<file path="config.mk">
export PLATFORM = sky130hd
export DESIGN_NAME = debounce_sync
export DESIGN_NICKNAME = d
export VERILOG_FILES = /design/src/rtl/debounce_pkg.sv /design/src/rtl/sync_2ff.sv /design/src/rtl/debounce_sync.sv
export SDC_FILE = /design/constraint.sdc
export NUM_CORES = 1
export LEC_CHECK = 0
export CORE_AREA = 2 2 39 41
export CTS_CLUSTER_DIAMETER = 30
export DETAILED_ROUTE_END_ITERATION = 10
export DIE_AREA = 0 0 41 43
export GPL_TIMING_DRIVEN = 0
export PLACE_DENSITY = 0.8
export SLEW_MARGIN = 15
export SYNTH_ARGS = -nofsm -noshare
export SYNTH_HDL_FRONTEND = slang
export SYNTH_SLANG_ARGS = --single-unit
</file>
<file path="constraint.sdc">
create_clock -name clk -period 1.6 [get_ports clk]
set_input_delay 0.32 -clock clk [delete_from_list [all_inputs] [get_ports clk]]
set_output_delay 0.32 -clock clk [all_outputs]
set_load 0.02 [all_outputs]
</file>
<file path="src/rtl/debounce_pkg.sv">
// Shared types and defaults for the debounce_sync input-conditioning stage.
package debounce_pkg;

   typedef enum logic [1:0] {
      STABLE_LOW  = 2'b00,
      CHECK_HIGH  = 2'b01,
      STABLE_HIGH = 2'b10,
      CHECK_LOW   = 2'b11
   } db_state_t;

   localparam int DEBOUNCE_CYCLES_DEF = 4;
   localparam int CNT_W_DEF           = 4;

endpackage

</file>
<file path="src/rtl/sync_2ff.sv">
// Two-flop synchronizer for a single asynchronous level; reusable for any async input.
module sync_2ff (
   input  logic clk,
   input  logic rst,
   input  logic d_in,
   output logic d_out
);

   logic sync1;

   always_ff @(posedge clk) begin
      if (rst) begin
         sync1 <= 1'b0;
         d_out <= 1'b0;
      end else begin
         sync1 <= d_in;
         d_out <= sync1;
      end
   end

endmodule

</file>
<file path="src/rtl/debounce_sync.sv">
// Synchronizes a bouncy switch level and accepts a change only after it holds
// for DEBOUNCE_CYCLES consecutive synchronized samples; emits level, edge pulses, press count.
module debounce_sync
   import debounce_pkg::*;
#(
   parameter int DEBOUNCE_CYCLES = DEBOUNCE_CYCLES_DEF,
   parameter int CNT_W           = CNT_W_DEF
) (
   input  logic             clk,
   input  logic             rst,
   input  logic             d_raw,
   output logic             d_clean,
   output logic             rise,
   output logic             fall,
   output logic [CNT_W-1:0] press_count
);

   localparam int CW = $clog2(DEBOUNCE_CYCLES + 1);
   localparam logic [CW-1:0] LAST = CW'(DEBOUNCE_CYCLES - 1);

   logic      sync2;
   db_state_t state;
   logic [CW-1:0] count;

   sync_2ff u_sync (
      .clk   (clk),
      .rst   (rst),
      .d_in  (d_raw),
      .d_out (sync2)
   );

   // Any sample disagreeing with the candidate level drops back to the stable
   // state, so a later re-entry always restarts the count from zero.
   always_ff @(posedge clk) begin
      if (rst) begin
         state       <= STABLE_LOW;
         count       <= '0;
         d_clean     <= 1'b0;
         rise        <= 1'b0;
         fall        <= 1'b0;
         press_count <= '0;
      end else begin
         rise <= 1'b0;
         fall <= 1'b0;
         case (state)
            STABLE_LOW: begin
               if (sync2) begin
                  state <= CHECK_HIGH;
                  count <= '0;
               end
            end
            CHECK_HIGH: begin
               if (!sync2) begin
                  state <= STABLE_LOW;
               end else if (count == LAST) begin
                  state       <= STABLE_HIGH;
                  d_clean     <= 1'b1;
                  rise        <= 1'b1;
                  press_count <= press_count + CNT_W'(1);
               end else begin
                  count <= count + CW'(1);
               end
            end
            STABLE_HIGH: begin
               if (!sync2) begin
                  state <= CHECK_LOW;
                  count <= '0;
               end
            end
            CHECK_LOW: begin
               if (sync2) begin
                  state <= STABLE_HIGH;
               end else if (count == LAST) begin
                  state   <= STABLE_LOW;
                  d_clean <= 1'b0;
                  fall    <= 1'b1;
               end else begin
                  count <= count + CW'(1);
               end
            end
            default: state <= STABLE_LOW;
         endcase
      end
   end

endmodule
</file>
==> results of run 1 <==
[final cells by class]
type | count | area, um^2 | share of cell area, %
plain buffers | 3 | 18.77 | 2.517
multi-input cells | 41 | 299.0 | 40.10
well taps | 16 | 20.02 | 2.685
clock buffers | 3 | 22.52 | 3.020
repair buffers | 9 | 93.84 | 12.58
flip-flops and latches | 14 | 280.3 | 37.58
inverters | 3 | 11.26 | 1.510
[per-stage QoR]
step / hold WS (ps) / setup WS, ps / area [um^2]
5_1_grt: 474.5 / 1.089 / 745.7
3_3_place_gp: 426.3 / 113.6 / 704.4
3_5_place_dp: 441.7 / 73.74 / 704.4
6_report: 458.2 / 54.77 / 745.7
4_1_cts: 459.9 / 9.425 / 725.7
2_1_floorplan: 391.6 / 213.6 / 594.3
[registers in the layout, indices dropped and copies added (netlist names), named ones only]
register,count
u_sync.d_out,1
u_sync.sync1,1
d_clean,1
count,3
state,1
press_count,4
fall,1
rise,1
[power by group through the flow]
stage	Clock, W	Combinational [W]	Sequential [W]
2_1_floorplan	0	0.0000134	0.000360
3_3_place_gp	0	0.0000219	0.000360
3_5_place_dp	0	0.0000222	0.000360
4_1_cts	0.000194	0.0000223	0.000352
5_1_grt	0.000215	0.0000246	0.000352
6_report	0.000191	0.0000219	0.000352
[placed cells by master (no fill, tap or decap)]
cell type / Yosys / layout
a21oi_1: 7 / 7
and2_1: 1 / 1
buf_4: 2 / 2
clkbuf_1: 1 / 1
clkbuf_4: 0 / 3
clkdlybuf4s50_1: 0 / 6
dfxtp_1: 14 / 14
dlygate4sd2_1: 0 / 1
dlymetal6s2s_1: 0 / 2
ha_1: 4 / 2
ha_2: 0 / 1
ha_4: 0 / 1
inv_1: 3 / 3
mux2i_1: 1 / 1
nand2_1: 4 / 4
nand3_1: 2 / 2
nand4_1: 1 / 1
nand4b_1: 2 / 2
nand4b_4: 1 / 1
nor2_1: 3 / 3
nor2b_1: 2 / 2
nor4_1: 1 / 1
nor4b_1: 1 / 1
o21ai_0: 5 / 5
o31ai_1: 1 / 1
or3_1: 2 / 2
xnor2_1: 1 / 1
xor2_1: 2 / 2
[layer usage]
layer  track usage, %  wire, um
met5                0         0
met3            1.571        31
met2            22.19       470
met4            12.00        37
met1            21.67       464
[logic make-up (layout without fill, tap and decap cells)]
| logic type | Yosys count | after routing |
|---|---|---|
| xor+xnor | 3 | 3 |
| simple gates | 20 | 20 |
| buf+inv | 6 | 18 |
| compound gates | 13 | 13 |
| mux | 1 | 1 |
| fa+ha+maj | 4 | 4 |
| flops | 14 | 14 |
[timing repair]
| action | 4_1_cts | 5_1_grt |
|---|---|---|
| setup buffers | 0 | 0 |
| pin swaps | 0 | 1 |
| gates cloned | 0 | 0 |
| gates resized for setup | 1 | 5 |
| setup endpoints to repair | 1 | 4 |
[worst min-delay path by stage]
stage	slack (ps)	from	endpoint
floorplan	390	rst	u_sync.d_out
global route	470	u_sync.sync1	u_sync.d_out
CTS	460	u_sync.sync1	u_sync.d_out
detailed placement	440	u_sync.sync1	u_sync.d_out
global placement	430	u_sync.sync1	u_sync.d_out
finish	460	u_sync.sync1	u_sync.d_out
==> flow_metrics.py, run 1 <==
metrics = {
    "sta": {
        "fin_crit_sh_pct": 96.58,
        "setup_viol": 0,
        "slew_headroom_pct": 71.55,
        "setup_tns_ps": 0,
        "skew_ps": 1.266,
        "worst_pin_slew_ps": 426.7,
        "min_period_ps": 1545,
        "fmax_mhz": 647.2,
        "hold_violations": 0,
        "rsz0062_at_grt": "no",
        "slew_viol_final": 0,
    },
    "clock_network": {
        "cts_inserted_buffers": 3,
        "cts_tree": "built",
        "root_buffer": "clkbuf_4",
        "cts.sinks": 14,
        "clockBufferDepth": 2,
        "clk_latency_ps": 270,
        "holdBufCountCts": 0,
        "htreeDepth": 1,
        "clk_pin_slew_worst_paths_ps": 80,
    },
    "synthesis": {
        "synthAdderAreaFrac_pct": 8.421,
        "synth_compound_area_share_pct": 11.37,
        "async_flop_share_pct": 0,
        "synth_top_area_share_pct": 47.16,
        "synth.most_common_cell": "dfxtp_1",
        "synth_ff_type": "dfxtp_1",
        "synth_edf_count": 0,
        "synth_common_cells": "14 x dfxtp_1, 7 x a21oi_1, 5 x o21ai_0, 4 x ha_1, 4 x nand2_1",
        "yosys_warnings": 0,
        "synth_top_family_by_area": "simple AND/OR/NAND/NOR gates",
        "synth_xor_area_share_pct": 4.421,
        "muxShareOfSynthArea_pct": 1.684,
        "syn_area_per_cell_um2": 9.743,
        "synth.net_count": 68,
        "synth-simple-area-share_pct": 21.89,
        "ys_ff_latch": 14,
        "ys_top_cells_by_area": "dfxtp_1 47%, ha_1 8.4%, a21oi_1 5.9%",
        "synthCells": 61,
        "yosys.area.top_type": "dfxtp_1",
        "synth_cell_types": 22,
        "yosysSeqAreaShare_pct": 47.16,
        "syn-cell-area_um2": 594.3,
    },
    "detailed_routing": {
        "first_iter_violations": 4,
        "postRouteWirelength_mm": 1.003,
        "vias": 457,
        "viasPerCell": 5.135,
        "ant_nets": 0,
        "routedWlPerCell_um": 11.27,
        "drc": 0,
        "drt_pre_antenna_iters": 4,
    },
    "cells_and_area": {
        "nFillCells": 136,
        "final_net_count": 82,
        "fin_util_pct": 53.89,
        "area_growth_pct": 25.47,
        "stdcell_count": 89,
        "antennaDiodeCount": 0,
        "drive_gt1_share_pct": 10.96,
    },
    "setup_path": {
        "startpoint": "press_count[3]",
        "worstSetupStartpointType": "flop",
        "cp_max_fo": 3,
        "critical-path-slowest-cell": "clkdlybuf4s50_1",
        "r2r_start": "count[0]",
        "end_kind": "output pin",
        "path_cells": "clkdlybuf4s50_1",
        "cp.depth": 1,
        "r2r-end": "press_count[3]",
        "critical-path-max-stage-delay_ps": 600,
        "r2r_setup_slack_ps": 140,
        "crit_arrival_ps": 1230,
        "path_class": "flop to output pin",
        "reg2reg_depth": 5,
        "crit_end": "press_count[3]",
        "worst-path-buf-inv": 1,
        "critPathRequiredTime_ps": 1280,
        "cp_top_family": "buffers and inverters",
    },
    "power": {
        "peakVddDrop_mv": 0.4974,
        "seqPwrFrac_pct": 62.3,
        "pwr_density_cell_mw_per_mm2": 757.0,
        "leakagePower_nw": 0.3410,
        "clkPwrFrac_pct": 33.8,
        "power_w": 0.0005645,
        "p_comb_share_pct": 3.9,
        "swShare_pct": 20.59,
        "p_sw_w": 0.0001163,
        "p_int_w": 0.0004483,
    },
    "die": {
        "die_area_mm2": 0.001763,
        "die_w_um": 41,
        "die_h_um": 43,
        "core_mm2": 0.001384,
        "initial_core_util_pct": 42.95,
        "rows": 14,
        "io_pins": 10,
    },
    "placement": {
        "dp_hpwl_um": 715.6,
        "dpl.cell_count": 86,
        "gp_congestion": 0.7639,
        "portBuffers": 9,
    },
    "hold_path": {
        "hold_depth": 1,
        "hp-class": "flop to flop",
    },
    "grt": {
        "grt_pass1_vias": 450,
        "grt_max_degree": 11,
        "grt_remaining_overflow": 0,
        "grt_pass1_wl_mm": 1.863,
        "antenna_found_initial": 0,
        "track_usage_pct": 15.94,
    },
    "run_status": {
        "status": "completed",
    },
    "job": {
        "drv_cap": 0,
    },
}
No activity file was read; power rests on OpenSTA's default activity.
==> run 2: changes to the inputs <==
--- a/config.mk
+++ b/config.mk
@@ -10,7 +10,9 @@
 export DETAILED_ROUTE_END_ITERATION = 10
 export DIE_AREA = 0 0 41 43
 export GPL_TIMING_DRIVEN = 0
+export HOLD_SLACK_MARGIN = 0.05
 export PLACE_DENSITY = 0.8
+export SKIP_CTS_REPAIR_TIMING = 1
 export SLEW_MARGIN = 15
 export SYNTH_ARGS = -nofsm -noshare
 export SYNTH_HDL_FRONTEND = slang
==> run 2 against run 1 <==
Core utilization is 0.27 points higher. Worst hold slack about the same. Wire length grew 0.50%. Critical path depth did not move. Sequential power about the same. Power increased by 0.15%. Maximum frequency is 0.15% lower. Clock skew is 0.68 ps lower. Setup slack worse by 2.3 ps. Via count up 0.22%. Global-route usage did not move. Sequential cell count stayed put. Largest power group unchanged. Critical endpoint unchanged.
==> flow_metrics.py, run 2 (synthesized netlist as in run 1, its figures left out) <==
metrics = {
    "die": {
        "initial_core_util_pct": 42.95,
        "io_pins": 10,
        "die_h_um": 43,
        "die_area_mm2": 0.001763,
        "core_mm2": 0.001384,
        "rows": 14,
        "die_w_um": 41,
    },
    "grt": {
        "grt_max_degree": 11,
        "track_usage_pct": 15.94,
        "grt_pass1_wl_mm": 1.863,
        "grt_pass1_vias": 450,
        "antenna_found_initial": 0,
        "grt_remaining_overflow": 0,
    },
    "placement": {
        "portBuffers": 9,
        "placed_area_um2": 704.4,
        "dp_hpwl_um": 715.6,
        "gp_congestion": 0.7639,
        "dpl.cell_count": 86,
    },
    "detailed_routing": {
        "ant_nets": 0,
        "drc": 0,
        "first_iter_violations": 4,
        "postRouteWirelength_mm": 1.008,
        "viasPerCell": 5.146,
        "drt_pre_antenna_iters": 4,
        "vias": 458,
        "routedWlPerCell_um": 11.33,
    },
    "cells_and_area": {
        "stdcell_count": 89,
        "final_cell_mix": "14 x dfxtp_1, 7 x a21oi_1, 6 x clkdlybuf4s50_1, 5 x o21ai_0, 4 x nand2_1",
        "fin_util_pct": 54.16,
        "final_net_count": 82,
        "area_growth_pct": 26.11,
        "reg_top3": "press_count (4), count (3)",
        "top_register": "press_count",
        "fin_area_um2": 749.5,
        "largest_reg_flops": 4,
        "drive_gt1_share_pct": 10.96,
        "layout_commonest_cell": "dfxtp_1",
        "antennaDiodeCount": 0,
    },
    "setup_path": {
        "cp_max_fo": 3,
        "path_class": "flop to output pin",
        "worstSetupStartpointType": "flop",
        "r2r_setup_slack_ps": 140,
        "r2r-end": "press_count[3]",
        "cp.depth": 1,
        "critical-path-max-stage-delay_ps": 600,
        "path_cells": "clkdlybuf4s50_1",
        "reg2reg_depth": 5,
        "end_kind": "output pin",
        "critPathRequiredTime_ps": 1280,
        "startpoint": "press_count[3]",
        "r2r_start": "count[0]",
        "crit_arrival_ps": 1230,
        "cp_top_family": "buffers and inverters",
        "crit_end": "press_count[3]",
        "critical-path-slowest-cell": "clkdlybuf4s50_1",
        "worst-path-buf-inv": 1,
    },
    "sta": {
        "rsz0062_at_grt": "no",
        "skew_ps": 0.5832,
        "min_period_ps": 1548,
        "worst_pin_slew_ps": 428.3,
        "hold_violations": 0,
        "fin_crit_sh_pct": 96.72,
        "setup_tns_ps": 0,
        "slew_viol_final": 0,
        "fmax_mhz": 646.2,
        "slew_headroom_pct": 71.45,
        "setup_viol": 0,
    },
    "clock_network": {
        "htreeDepth": 1,
        "root_buffer": "clkbuf_4",
        "clk_latency_ps": 270,
        "cts_tree": "built",
        "clockBufferDepth": 2,
        "clk_pin_slew_worst_paths_ps": 70,
        "cts.sinks": 14,
        "cts_inserted_buffers": 3,
    },
    "power": {
        "peakVddDrop_mv": 0.4977,
        "power_w": 0.0005654,
        "leakagePower_nw": 0.3549,
        "pwr_density_cell_mw_per_mm2": 754.4,
    },
    "hold_path": {
        "hp-class": "flop to flop",
        "hold_depth": 1,
    },
    "run_status": {
        "status": "completed",
    },
    "job": {
        "drv_cap": 0,
    },
}
## run 2: changes by cell type in the layout (fill, tap and decap cells not counted), sizes merged
| cell | change |
|---|---|
| dlygate4sd2 | -1 |
| dlymetal6s2s | +1 |
## run 2: layer usage
| metal | global-route usage, % | part of all wire (%) | vias to the layer above |
|---|---|---|---|
| li1 | - | - | 239 |
| met1 | 21.67 | 46 | 204 |
| met2 | 22.19 | 47 | 10 |
| met3 | 1.571 | 3.0 | 5 |
| met4 | 12.00 | 3.6 | 0 |
| met5 | 0 | 0 | - |
## run 2: area by class of cell
type	instances	area (um^2)
Tap cell	16	20.02
Timing Repair Buffer	9	97.59
Fill cell	134	634.4
Inverter	3	11.26
Multi-Input combinational cell	41	299.0
Buffer	3	18.77
Clock buffer	3	22.52
Sequential cell	14	280.3
## run 2: report_power, final
group | internal [W] | switching, W
combinational | 0.00000993 | 0.0000120
clock | 0.0000873 | 0.000104
sequential | 0.000351 | 0.000000694
## run 2: per-stage QoR
step                      setup slack (ps)  hold WS [ps]
after floorplan                      213.6         391.6
after global placement               113.6         426.3
after detailed placement             73.74         441.7
after CTS                           -47.62         459.9
after global routing                 1.089         474.5
final                                52.42         458.0
## run 2: worst min path at each step
stage,start,slack (ps),end
finish,u_sync.sync1,460,u_sync.d_out
detailed placement,u_sync.sync1,440,u_sync.d_out
global placement,u_sync.sync1,430,u_sync.d_out
CTS,u_sync.sync1,460,u_sync.d_out
floorplan,rst,390,u_sync.d_out
global route,u_sync.sync1,470,u_sync.d_out
## run 2: worst reg2reg max path: stages, from the launching register on
cell	delay, ps
dfxtp_1	350
ha_2	220
ha_4	160
nand4b_4	160
or3_1	370
a21oi_1	140
==> run 3: changes to the inputs <==
--- a/config.mk
+++ b/config.mk
@@ -10,10 +10,11 @@
 export DETAILED_ROUTE_END_ITERATION = 10
 export DIE_AREA = 0 0 41 43
 export GPL_TIMING_DRIVEN = 0
-export HOLD_SLACK_MARGIN = 0.05
+export HOLD_SLACK_MARGIN = 0.12
 export PLACE_DENSITY = 0.8
 export SKIP_CTS_REPAIR_TIMING = 1
 export SLEW_MARGIN = 15
 export SYNTH_ARGS = -nofsm -noshare
 export SYNTH_HDL_FRONTEND = slang
 export SYNTH_SLANG_ARGS = --single-unit
+export TNS_END_PERCENT = 1
==> run 3 against run 2 <==
Worst hold slack is the same. Critical path depth is the same. Power about the same.
==> flow_metrics.py, run 3 (synthesized netlist as in run 1, its figures left out) <==
metrics = {
    "run_status": {
        "status": "completed",
    },
    "die": {
        "io_pins": 10,
        "die_w_um": 41,
        "rows": 14,
        "die_area_mm2": 0.001763,
        "die_h_um": 43,
        "core_mm2": 0.001384,
        "initial_core_util_pct": 42.95,
    },
    "setup_path": {
        "worstSetupStartpointType": "flop",
        "critical-path-max-stage-delay_ps": 600,
        "crit_arrival_ps": 1230,
        "path_cells": "clkdlybuf4s50_1",
        "crit_end": "press_count[3]",
        "reg2reg_depth": 5,
        "worst-path-buf-inv": 1,
        "end_kind": "output pin",
        "critical-path-slowest-cell": "clkdlybuf4s50_1",
        "startpoint": "press_count[3]",
        "r2r_setup_slack_ps": 120,
        "cp.depth": 1,
        "r2r-end": "press_count[3]",
        "r2r_start": "count[0]",
        "critPathRequiredTime_ps": 1280,
        "cp_top_family": "buffers and inverters",
        "cp_max_fo": 3,
        "path_class": "flop to output pin",
    },
    "clock_network": {
        "cts_tree": "built",
        "clockBufferDepth": 2,
        "cts_inserted_buffers": 3,
        "cts.sinks": 14,
        "htreeDepth": 1,
        "clk_latency_ps": 270,
        "clk_pin_slew_worst_paths_ps": 70,
        "root_buffer": "clkbuf_4",
    },
    "placement": {
        "dp_hpwl_um": 715.6,
        "placed_area_um2": 704.4,
        "gp_congestion": 0.7639,
        "portBuffers": 9,
    },
    "job": {
        "drv_cap": 0,
    },
    "detailed_routing": {
        "drc": 0,
        "ant_nets": 0,
        "postRouteWirelength_mm": 1.009,
        "first_iter_violations": 4,
        "viasPerCell": 5.146,
        "drt_pre_antenna_iters": 4,
        "vias": 458,
        "routedWlPerCell_um": 11.34,
    },
    "sta": {
        "worst_pin_slew_ps": 428.3,
        "skew_ps": 0.5832,
        "fmax_mhz": 646.2,
        "hold_violations": 0,
        "fin_crit_sh_pct": 96.72,
        "slew_viol_final": 0,
        "min_period_ps": 1548,
        "setup_viol": 0,
        "rsz0062_at_grt": "yes",
        "slew_headroom_pct": 71.45,
    },
    "cells_and_area": {
        "drive_gt1_share_pct": 9.589,
        "final_net_count": 82,
        "reg_top3": "press_count (4), count (3)",
        "fin_area_um2": 747.0,
        "layout_commonest_cell": "dfxtp_1",
        "area_growth_pct": 25.68,
        "top_register": "press_count",
        "antennaDiodeCount": 0,
        "final_cell_mix": "14 x dfxtp_1, 7 x a21oi_1, 6 x clkdlybuf4s50_1, 5 x o21ai_0, 4 x nand2_1",
        "largest_reg_flops": 4,
    },
    "power": {
        "peakVddDrop_mv": 0.4977,
        "pwr_density_cell_mw_per_mm2": 756.9,
        "power_w": 0.0005654,
        "leakagePower_nw": 0.3580,
    },
    "grt": {
        "track_usage_pct": 15.94,
        "grt_pass1_wl_mm": 1.863,
        "grt_pass1_vias": 450,
        "antenna_found_initial": 0,
        "grt_remaining_overflow": 0,
        "grt_max_degree": 11,
    },
    "hold_path": {
        "hp-class": "flop to flop",
        "hp-start": "u_sync.sync1",
    },
}
## run 3: final cells by class
class                   count  area [um^2]
plain buffers               3        18.77
clock buffers               3        22.52
fillers                   134        636.9
inverters                   3        11.26
multi-input cells          41        296.5
flip-flops and latches     14        280.3
well taps                  16        20.02
repair buffers              9        97.59
## run 3: where the power goes
group | leakage (nW) | internal, W | total [W] | switching (W)
clock | 0.0138 | 0.0000873 | 0.000192 | 0.000104
combinational | 0.231 | 0.00000992 | 0.0000219 | 0.0000120
sequential | 0.113 | 0.000351 | 0.000352 | 0.000000691
## run 3: worst min-delay path by stage
| stage | cells after the start | to |
|---|---|---|
| finish | 1 | u_sync.d_out |
| global route | 1 | u_sync.d_out |
| CTS | 1 | u_sync.d_out |
| detailed placement | 1 | u_sync.d_out |
| global placement | 1 | u_sync.d_out |
| floorplan | 1 | u_sync.d_out |
## run 3: metal layers
metal | part of all wire, % | vias up | global-route usage [%]
li1 | - | 239 | -
met2 | 47 | 10 | 22.19
met4 | 3.6 | 0 | 12.00
met1 | 46 | 204 | 21.67
met3 | 3.0 | 5 | 1.571
met5 | 0 | - | 0
## run 3: metrics by stage
stage / TNS [ps] / hold WS [ps] / worst slack, ps / instances / util (%)
after CTS: -47.62 / 459.9 / -47.62 / 89 / 52.53
final: 0 / 458.0 / 52.46 / 89 / 53.98
after floorplan: 0 / 391.6 / 213.6 / 61 / -
after global placement: 0 / 426.3 / 113.6 / 86 / 50.90
after detailed placement: 0 / 441.7 / 73.74 / 86 / 50.90
after global routing: -38.07 / 474.5 / -38.07 / 89 / 53.98
